**config.mk**
```make
export PLATFORM = sky130hd
export DESIGN_NAME = matrix_mult_iterative
export DESIGN_NICKNAME = d
export VERILOG_FILES = /design/src/rtl/matmul_pkg.sv /design/src/rtl/matmul_mac.sv /design/src/rtl/matrix_mult_iterative.sv
export SDC_FILE = /design/constraint.sdc
export NUM_CORES = 2
export LEC_CHECK = 0
export CORE_MARGIN = 2
export CORE_UTILIZATION = 40
export CTS_CLUSTER_SIZE = 12
export DETAILED_ROUTE_END_ITERATION = 8
export GPL_TIMING_DRIVEN = 0
export PLACE_DENSITY_LB_ADDON = 0.15
export SLEW_MARGIN = 20
export SYNTH_ARGS = -nofsm -noshare
export SYNTH_HDL_FRONTEND = slang
export SYNTH_HIERARCHICAL = 1
export SYNTH_SLANG_ARGS = --single-unit
```
**constraint.sdc**
```tcl
create_clock -name Clk -period 22.4 [get_ports Clk]
set_input_delay 2.24 -clock Clk [delete_from_list [all_inputs] [get_ports Clk]]
set_output_delay 2.24 -clock Clk [all_outputs]
set_load 0.02 [all_outputs]
```
**src/rtl/matmul_pkg.sv**
```systemverilog
// Shared types and constants for the iterative matrix multiplier.
package matmul_pkg;

    typedef enum logic [1:0] {
        ST_IDLE = 2'd0,
        ST_RUN  = 2'd1,
        ST_DONE = 2'd2
    } state_t;

    localparam int unsigned DEF_M      = 5;
    localparam int unsigned DEF_K      = 2;
    localparam int unsigned DEF_N      = 3;
    localparam int unsigned DEF_W      = 15;
    localparam bit          DEF_SIGNED = 1'b0;

    // Ceiling log2; clog2(1) = 0.
    function automatic int unsigned clog2(input int unsigned v);
        int unsigned r;
        r = 0;
        while ((64'd1 << r) < 64'(v)) r++;
        return r;
    endfunction

    // Counter width that never collapses to zero bits.
    function automatic int unsigned cnt_w(input int unsigned v);
        return (clog2(v) > 0) ? clog2(v) : 1;
    endfunction

endpackage

```
**src/rtl/matmul_mac.sv**
```systemverilog
// Single multiply-accumulate: acc_out = acc_in + ext(a*b), modulo 2^RW.
module matmul_mac
    import matmul_pkg::*;
#(
    parameter int unsigned W      = DEF_W,
    parameter int unsigned RW     = 2 * DEF_W + 1,
    parameter bit          SIGNED = DEF_SIGNED
) (
    input  logic [W-1:0]  a,
    input  logic [W-1:0]  b,
    input  logic [RW-1:0] acc_in,
    output logic [RW-1:0] acc_out
);

    logic [2*W-1:0] prod_c;
    logic [RW-1:0]  prod_rw_c;

    // Low 2W bits of the product of the pre-extended operands is exact in both modes.
    always_comb begin
        if (SIGNED) prod_c = {{W{a[W-1]}}, a} * {{W{b[W-1]}}, b};
        else        prod_c = {{W{1'b0}}, a} * {{W{1'b0}}, b};
    end

    generate
        if (RW > 2 * W) begin : g_ext
            assign prod_rw_c = SIGNED ? {{(RW - 2 * W){prod_c[2*W-1]}}, prod_c}
                                      : {{(RW - 2 * W){1'b0}}, prod_c};
        end else begin : g_trunc
            assign prod_rw_c = prod_c[RW-1:0];
        end
    endgenerate

    assign acc_out = acc_in + prod_rw_c;

endmodule

```
**src/rtl/matrix_mult_iterative.sv**
```systemverilog
// Sequential R = A x B using one shared MAC per clock; Busy/Finished handshake.
module matrix_mult_iterative
    import matmul_pkg::*;
#(
    parameter int unsigned M      = DEF_M,
    parameter int unsigned K      = DEF_K,
    parameter int unsigned N      = DEF_N,
    parameter int unsigned W      = DEF_W,
    parameter int unsigned RW     = 2 * W + clog2(K),
    parameter bit          SIGNED = DEF_SIGNED
) (
    input  logic                Clk,
    input  logic                Reset,
    input  logic                Start,
    input  logic [M*K*W-1:0]    MatrixA,
    input  logic [K*N*W-1:0]    MatrixB,
    output logic [M*N*RW-1:0]   MatrixResult,
    output logic                Busy,
    output logic                Finished
);

    localparam int unsigned IW   = cnt_w(M);
    localparam int unsigned JW   = cnt_w(N);
    localparam int unsigned KW   = cnt_w(K);
    localparam int unsigned AW   = M * K * W;
    localparam int unsigned BW   = K * N * W;
    localparam int unsigned RESW = M * N * RW;

    state_t          state_q, state_d;
    logic [IW-1:0]   i_q;
    logic [JW-1:0]   j_q;
    logic [KW-1:0]   k_q;
    logic [RW-1:0]   acc_q, acc_next_c;
    logic [AW-1:0]   a_q;
    logic [BW-1:0]   b_q;
    logic [RESW-1:0] res_q, res_upd_c;
    logic [W-1:0]    a_elem_c, b_elem_c;
    logic            k_last_c, j_last_c, i_last_c, accept_c, run_last_c;
    int unsigned     a_sh_c, b_sh_c, r_sh_c;

    assign k_last_c   = (k_q == KW'(K - 1));
    assign j_last_c   = (j_q == JW'(N - 1));
    assign i_last_c   = (i_q == IW'(M - 1));
    assign run_last_c = i_last_c && j_last_c && k_last_c;
    assign accept_c   = Start && (state_q != ST_RUN);

    // Element selection by shifting the MSB-first packed arrays.
    always_comb begin
        a_sh_c    = (M * K - 1 - (32'(i_q) * K + 32'(k_q))) * W;
        b_sh_c    = (K * N - 1 - (32'(k_q) * N + 32'(j_q))) * W;
        r_sh_c    = (M * N - 1 - (32'(i_q) * N + 32'(j_q))) * RW;
        a_elem_c  = W'(a_q >> a_sh_c);
        b_elem_c  = W'(b_q >> b_sh_c);
        res_upd_c = (res_q & ~(RESW'({RW{1'b1}}) << r_sh_c))
                  | (RESW'(acc_next_c) << r_sh_c);
    end

    matmul_mac #(
        .W      (W),
        .RW     (RW),
        .SIGNED (SIGNED)
    ) u_mac (
        .a       (a_elem_c),
        .b       (b_elem_c),
        .acc_in  (acc_q),
        .acc_out (acc_next_c)
    );

    always_ff @(posedge Clk) begin
        if (Reset) state_q <= ST_IDLE;
        else       state_q <= state_d;
    end

    always_comb begin
        state_d = state_q;
        unique case (state_q)
            ST_IDLE, ST_DONE: if (Start) state_d = ST_RUN;
            ST_RUN:           if (run_last_c) state_d = ST_DONE;
            default:          state_d = ST_IDLE;
        endcase
    end

    always_comb begin
        Busy     = 1'b0;
        Finished = 1'b0;
        Busy     = (state_q == ST_RUN);
        Finished = (state_q == ST_DONE);
    end

    // Index sequencing, operand capture and result assembly.
    always_ff @(posedge Clk) begin
        if (Reset) begin
            i_q          <= '0;
            j_q          <= '0;
            k_q          <= '0;
            acc_q        <= '0;
            a_q          <= '0;
            b_q          <= '0;
            res_q        <= '0;
            MatrixResult <= '0;
        end else if (accept_c) begin
            a_q   <= MatrixA;
            b_q   <= MatrixB;
            i_q   <= '0;
            j_q   <= '0;
            k_q   <= '0;
            acc_q <= '0;
            res_q <= '0;
        end else if (state_q == ST_RUN) begin
            if (!k_last_c) begin
                acc_q <= acc_next_c;
                k_q   <= k_q + KW'(1);
            end else begin
                res_q <= res_upd_c;
                acc_q <= '0;
                k_q   <= '0;
                if (j_last_c) begin
                    j_q <= '0;
                    i_q <= i_q + IW'(1);
                end else begin
                    j_q <= j_q + JW'(1);
                end
                if (i_last_c && j_last_c) MatrixResult <= res_upd_c;
            end
        end
    end

endmodule

```
Word level (Yosys, flattened, before mapping)

Cells that the tools add are included.

Add/subtract/negate cells: 10
Multiply operators: 6
Equality and inequality tests: 7
Shift operators: 4
Muxes and demuxes: 6
Bitwise logic cells: 4
Reductions and logical operators: 10

Operator list:

| kind                                                | count |
|---|---|
| AND 465 bit                                         | 1 |
| NOT 465 bit                                         | 1 |
| bitwise OR 465 bit                                  | 1 |
| << shifter 31 x 32 -> 465 bit                       | 1 |
| << shifter 31 x 32 -> 465 bit, first input constant | 1 |
| right shift 150 x 32 -> 15 bit                      | 1 |
| right shift 90 x 32 -> 15 bit                       | 1 |
| adder 31 x 30 -> 31 bit                             | 1 |
| 2-to-1 mux 31 bit                                   | 1 |
| multiplier 15 x 15 -> 30 bit                        | 1 |
| multiplier 7 x 6 -> 13 bit, second input constant   | 1 |
| multiplier 6 x 5 -> 11 bit, second input constant   | 1 |
| multiplier 5 x 5 -> 10 bit, second input constant   | 1 |
| subtractor 4 x 6 -> 7 bit, first input constant     | 1 |
| adder 5 x 2 -> 6 bit                                | 1 |
| 2-to-1 mux 2 bit                                    | 3 |
| subtractor 4 x 5 -> 6 bit, first input constant     | 1 |
| adder 4 x 1 -> 5 bit                                | 1 |
| multiplier 3 x 2 -> 5 bit, second input constant    | 1 |
| subtractor 3 x 4 -> 5 bit, first input constant     | 1 |
| adder 3 x 2 -> 4 bit                                | 1 |
| equality test 2 bit, second input constant          | 2 |
| != test 2 x 1 -> 1 bit, second input constant       | 2 |
| one-hot mux 2 bit (2 select lines)                  | 1 |
| other kinds (15)                                    | 19 |

Register bits after elaboration: 1,209
Input port bits: 243
Output and inout port bits: 467
Logic and storage cells: 56

Depth between registers and ports, before layout

Depth in word-level cells: 9
Depth in mapped cells: 61
Depth with buffers taken out: 49

Modules after synthesis

Netlist, hierarchy kept.

Modules (own cells, without submodules):

| module                | instances | cells an instance | area an instance (µm²) | seq. area each (µm²) |
|---|---|---|---|---|
| matrix_mult_iterative | 1         | 8,873             | 68,356.8               | 24,203.2 |
| matmul_mac            | 1         | 1,027             | 8,714.6                | 0.0 |

Worst setup path after synthesis

No wires, ideal clock.

Kind: flip-flop to flip-flop
From: register k_q (netlist: k_last_c)
To: register MatrixResult[126]
Library setup time: 0.086 ns
Data arrival time: 13.528 ns
Data required time: 22.314 ns
Path slack: 8.787 ns
Cell stages (with the launch flop): 57
Path buffers: 17
Clock period less this slack: 13.613 ns
Cells stage by stage: dfxtp_1 -> buf_2 -> inv_1 -> clkbuf_1 -> clkbuf_1 -> clkbuf_1 -> buf_1 -> ha_1 -> buf_2 -> buf_4 -> buf_6 -> buf_6 -> buf_2 -> buf_2 -> nand2_1 -> fa_1 -> inv_1 -> ha_1 -> (+21 left out) -> inv_1 -> ha_1 -> and4_4 -> o2bb2ai_1 -> a31o_2 -> o211ai_2 -> nand3_1 -> o311ai_1 -> mux4_2 -> nand2_1 -> o21a_1 -> mux2_2 -> inv_1 -> nand2_1 -> a211oi_2 -> buf_2 -> a21oi_1 -> a211oi_1

Elaborated cells between the ends (all ways): 14
Classes of those cells: add/sub: 5; mul: 4; shift: 3; bitwise: 1; reduce/logical: 1

RTL lines:

| what                           | RTL line                     | text |
|---|---|---|
| start, declared                | matrix_mult_iterative.sv:32  | `logic [KW-1:0] k_q;` |
| start signal, assigned         | matrix_mult_iterative.sv:112 | `k_q <= k_q + KW'(1);` |
| adder 4 x 1 -> 5 bit           | matrix_mult_iterative.sv:49  | `a_sh_c = (M * K - 1 - (32'(i_q) * K + 32'(k_q))) * W;` |
| subtractor 4 x 5 -> 6 bit      | matrix_mult_iterative.sv:49  |  |
| multiplier 6 x 5 -> 11 bit     | matrix_mult_iterative.sv:49  |  |
| right shift 150 x 32 -> 15 bit | matrix_mult_iterative.sv:52  | `a_elem_c = W'(a_q >> a_sh_c);` |
| named net a_elem_c[8]          | matrix_mult_iterative.sv:37  | `logic [W-1:0] a_elem_c, b_elem_c;` |
| multiplier 15 x 15 -> 30 bit   | matmul_mac.sv:21             | `else prod_c = {{W{1'b0}}, a} * {{W{1'b0}}, b};` |
| adder 31 x 30 -> 31 bit        | matmul_mac.sv:33             | `assign acc_out = acc_in + prod_rw_c;` |
| named net acc_next_c[30]       | matrix_mult_iterative.sv:33  | `logic [RW-1:0] acc_q, acc_next_c;` |
| << shifter 31 x 32 -> 465 bit  | matrix_mult_iterative.sv:55  | `\| (RESW'(acc_next_c) << r_sh_c);` |
| bitwise OR 465 bit             | matrix_mult_iterative.sv:55  |  |
| end signal, assigned           | matrix_mult_iterative.sv:123 | `if (i_last_c && j_last_c) MatrixResult <= res_upd_c;` |
| end, declared                  | matrix_mult_iterative.sv:17  | `output logic [M*N*RW-1:0] MatrixResult,` |

The timed path passes the listed nets, and every way through them passes these cells.
A chain may end at the register's enable or synchronous reset.

Worst setup path after layout

From: register k_q (netlist: k_last_c)
To: register MatrixResult[228]

The elaborated chain is that of the path after synthesis.

==> qor.yml <==
status: "complete, but fails checks"
failed_checks: "DRC"
numPlacedInstances: 13183
vias: 91805
setup_ws_ns: 0.100
die_w_um: 443
worst_ep_arrival_time_ns: 23.05
clkTransAtPathRegs_ns: 0.07
postSynthAreaPerCell_um2: 7.78
antenna_found_initial: 47
grt_usage: 0.501
rows: 161
power.switching_w: 0.00579
ys_seq_area_frac: 0.314
wl_um: 515000
setup_tns_ns: 0
synth_flop_cell: "dfxtp_1"
cts_root_buf: "clkbuf_16"
avgViaCountPerCell: 6.82
grt_max_degree: 17
wl_per_cell_um: 38.2
grt-ovfl-total: 0
synth-edff-count: 0
clk_path_buf_depth: 3
p_comb_frac: 0.574
crit_buf_inv: 22
grt_pass1_wl_um: 690000
cts_num_sinks: 1209
path_class: "register to register"
grt_setup_unrepaired: "false"
clkLatencyLatePin_ns: 0.89
place_congestion: 1.14
cp_slowest_cell: "mux4_2"
coreArea_mm2: 0.192
max_slew_margin: 0.0495
post-cts-setup-buffers: 0
synth_area_mm2: 0.0771
final_hold_viol_count: 0
drc_errors: 27
leakage_nw: 33.4
start_kind: "register"
drtIter0Drc: 16832
final_util: 0.485
synthCells: 9900
worstPathMaxFanout: 11
yosysUniqueCellTypes: 115
setup_viol: 0
p_per_area_mw_per_mm2: 117
boundaryPins: 710
final_cell_mix: "1676 x nand2_1, 1233 x a21oi_1, 1209 x dfxtp_1, 1071 x o21ai_0, 736 x nor2_1"
sw_frac_of_total: 0.532
areaGrowthSynthToFinish_pct: 20.9
power_w: 0.0109
postCtsHoldBufs: 0
cts.htree.levels: 4
power_frac_clock: 0.220
fin_skew_ns: 0.108
layout_commonest_cell: "nand2_1"
cts-buffers-inserted: 139
cts_resized: 0
ant_nets: 0
initial_core_util: 0.401
internal-power_w: 0.00509
syn-num-nets: 10528
grt_pass1_vias: 85354
endpoint_kind: "register"
critical_path_required_ns: 23.15
portBuffers: 709
instances_no_fill: 13455
cap_viol_max_count: 0
synth-async-reset-ratio: 0
hp-class: "register to register"
min_period_ns: 22.30
vdd_drop_max_uv: 177
dr.pass1.iters: 9
maxSlewViolCount: 0
ys_warn_count: 6
cpPeakStageDelay_ns: 0.97
path_delay_family: "buffers and inverters"
fin_crit_sh: 0.996
max_freq_mhz: 44.8
drive_above_1_share: 0.0866
place_ws_ns: 0.754
pwr-share-seq: 0.206
worst_slew_pin_slew_ns: 1.43
dieArea_mm2: 0.196
die_h_um: 443
nNetsFinal: 11431
cts_tree: "built"
hpwl_um: 401000
synth-seq-cells: 1209
==> final timing paths <==
kind,startpoint,endpoint,slack [ns],cells after the start
setup / recovery,k_last_c,MatrixResult[228],0.10,54
hold / removal,res_q[227],MatrixResult[227],0.45,2
setup reg to reg,k_last_c,MatrixResult[228],0.10,54
hold reg to reg,res_q[227],MatrixResult[227],0.45,2
==> state kept, by name, summed over array words and instances (netlist names) <==
name	count
state_q	2
k_last_c	1
i_q	3
a_q	150
res_q	465
b_q	90
acc_q	31
j_q	2
MatrixResult	465
==> final cells by class <==
class | instances | area [µm²]
timing repair buffer | 762 | 7680
fill | 18566 | 98800
inverter | 387 | 1450
tap | 2526 | 3160
buffer | 874 | 3720
sequential | 1209 | 24200
clock buffer | 194 | 3950
clock inverter | 39 | 736
multi-input combinational | 7430 | 48200
antenna | 34 | 85.1
==> power by group through the flow <==
stage | clock, W | sequential [W] | combinational [W]
floorplan | 0 | 0.00227 | 0.00311
global placement | 0 | 0.00229 | 0.00561
detailed placement | 0 | 0.00229 | 0.00575
CTS | 0.00237 | 0.00224 | 0.00578
global route | 0.00245 | 0.00225 | 0.00628
finish | 0.00240 | 0.00225 | 0.00624
==> worst register-to-register path: cells and delay by family, from the launching register on <==
| family | cells | cell delay [ns] |
|---|---|---|
| buffers and inverters | 22 | 8.55 |
| XOR/XNOR | 1 | 0.67 |
| flip-flops | 1 | 0.33 |
| adder cells (fa/ha/maj) | 10 | 4.79 |
| AND/OR/NAND/NOR | 8 | 3.61 |
| AO/OA/AOI/OAI | 11 | 2.94 |
| multiplexers | 2 | 1.34 |
==> Yosys cell counts, types with 83 or more instances <==
master    instances  area (µm²)
a211oi_1        377        2830
a21oi_1        1246        6240
a311oi_1         83         727
and2_1          158         988
buf_2           147         736
clkbuf_1        631        2370
dfxtp_1        1209       24200
fa_1            225        4500
ha_1            160        2000
inv_1           382        1430
mux2i_1         210        2100
mux4_2          191        4300
nand2_1        1677        6290
nand3_1         118         591
nor2_1          760        2850
o21ai_0        1087        5440
o22ai_1          93         582
==> routing by layer <==
| metal | vias up | global-route usage | share of wire |
|---|---|---|---|
| li1 | 36850 | - | - |
| met2 | 8192 | 0.690 | 0.39 |
| met1 | 44689 | 0.630 | 0.38 |
| met4 | 32 | 0.328 | 0.083 |
| met3 | 2042 | 0.216 | 0.15 |
| met5 | - | 0.0222 | 0.0022 |
==> per-stage QoR <==
stage	area (µm²)	hold slack (ns)
after floorplan	77100	0.432
after detailed placement	88300	0.446
after global placement	87300	0.439
final	93200	0.455
after global routing	93100	0.465
after CTS	93000	0.454
==> kinds of logic after synthesis <==
family	count (synthesis)	synth area share
compound gates	3494	0.269
xor+xnor	64	0.00747
fa+ha+maj	385	0.0844
buf+inv	1261	0.0660
flops	1209	0.314
mux	483	0.0952
simple gates	3004	0.163
Note: power is estimated with default switching activity, not from simulation.
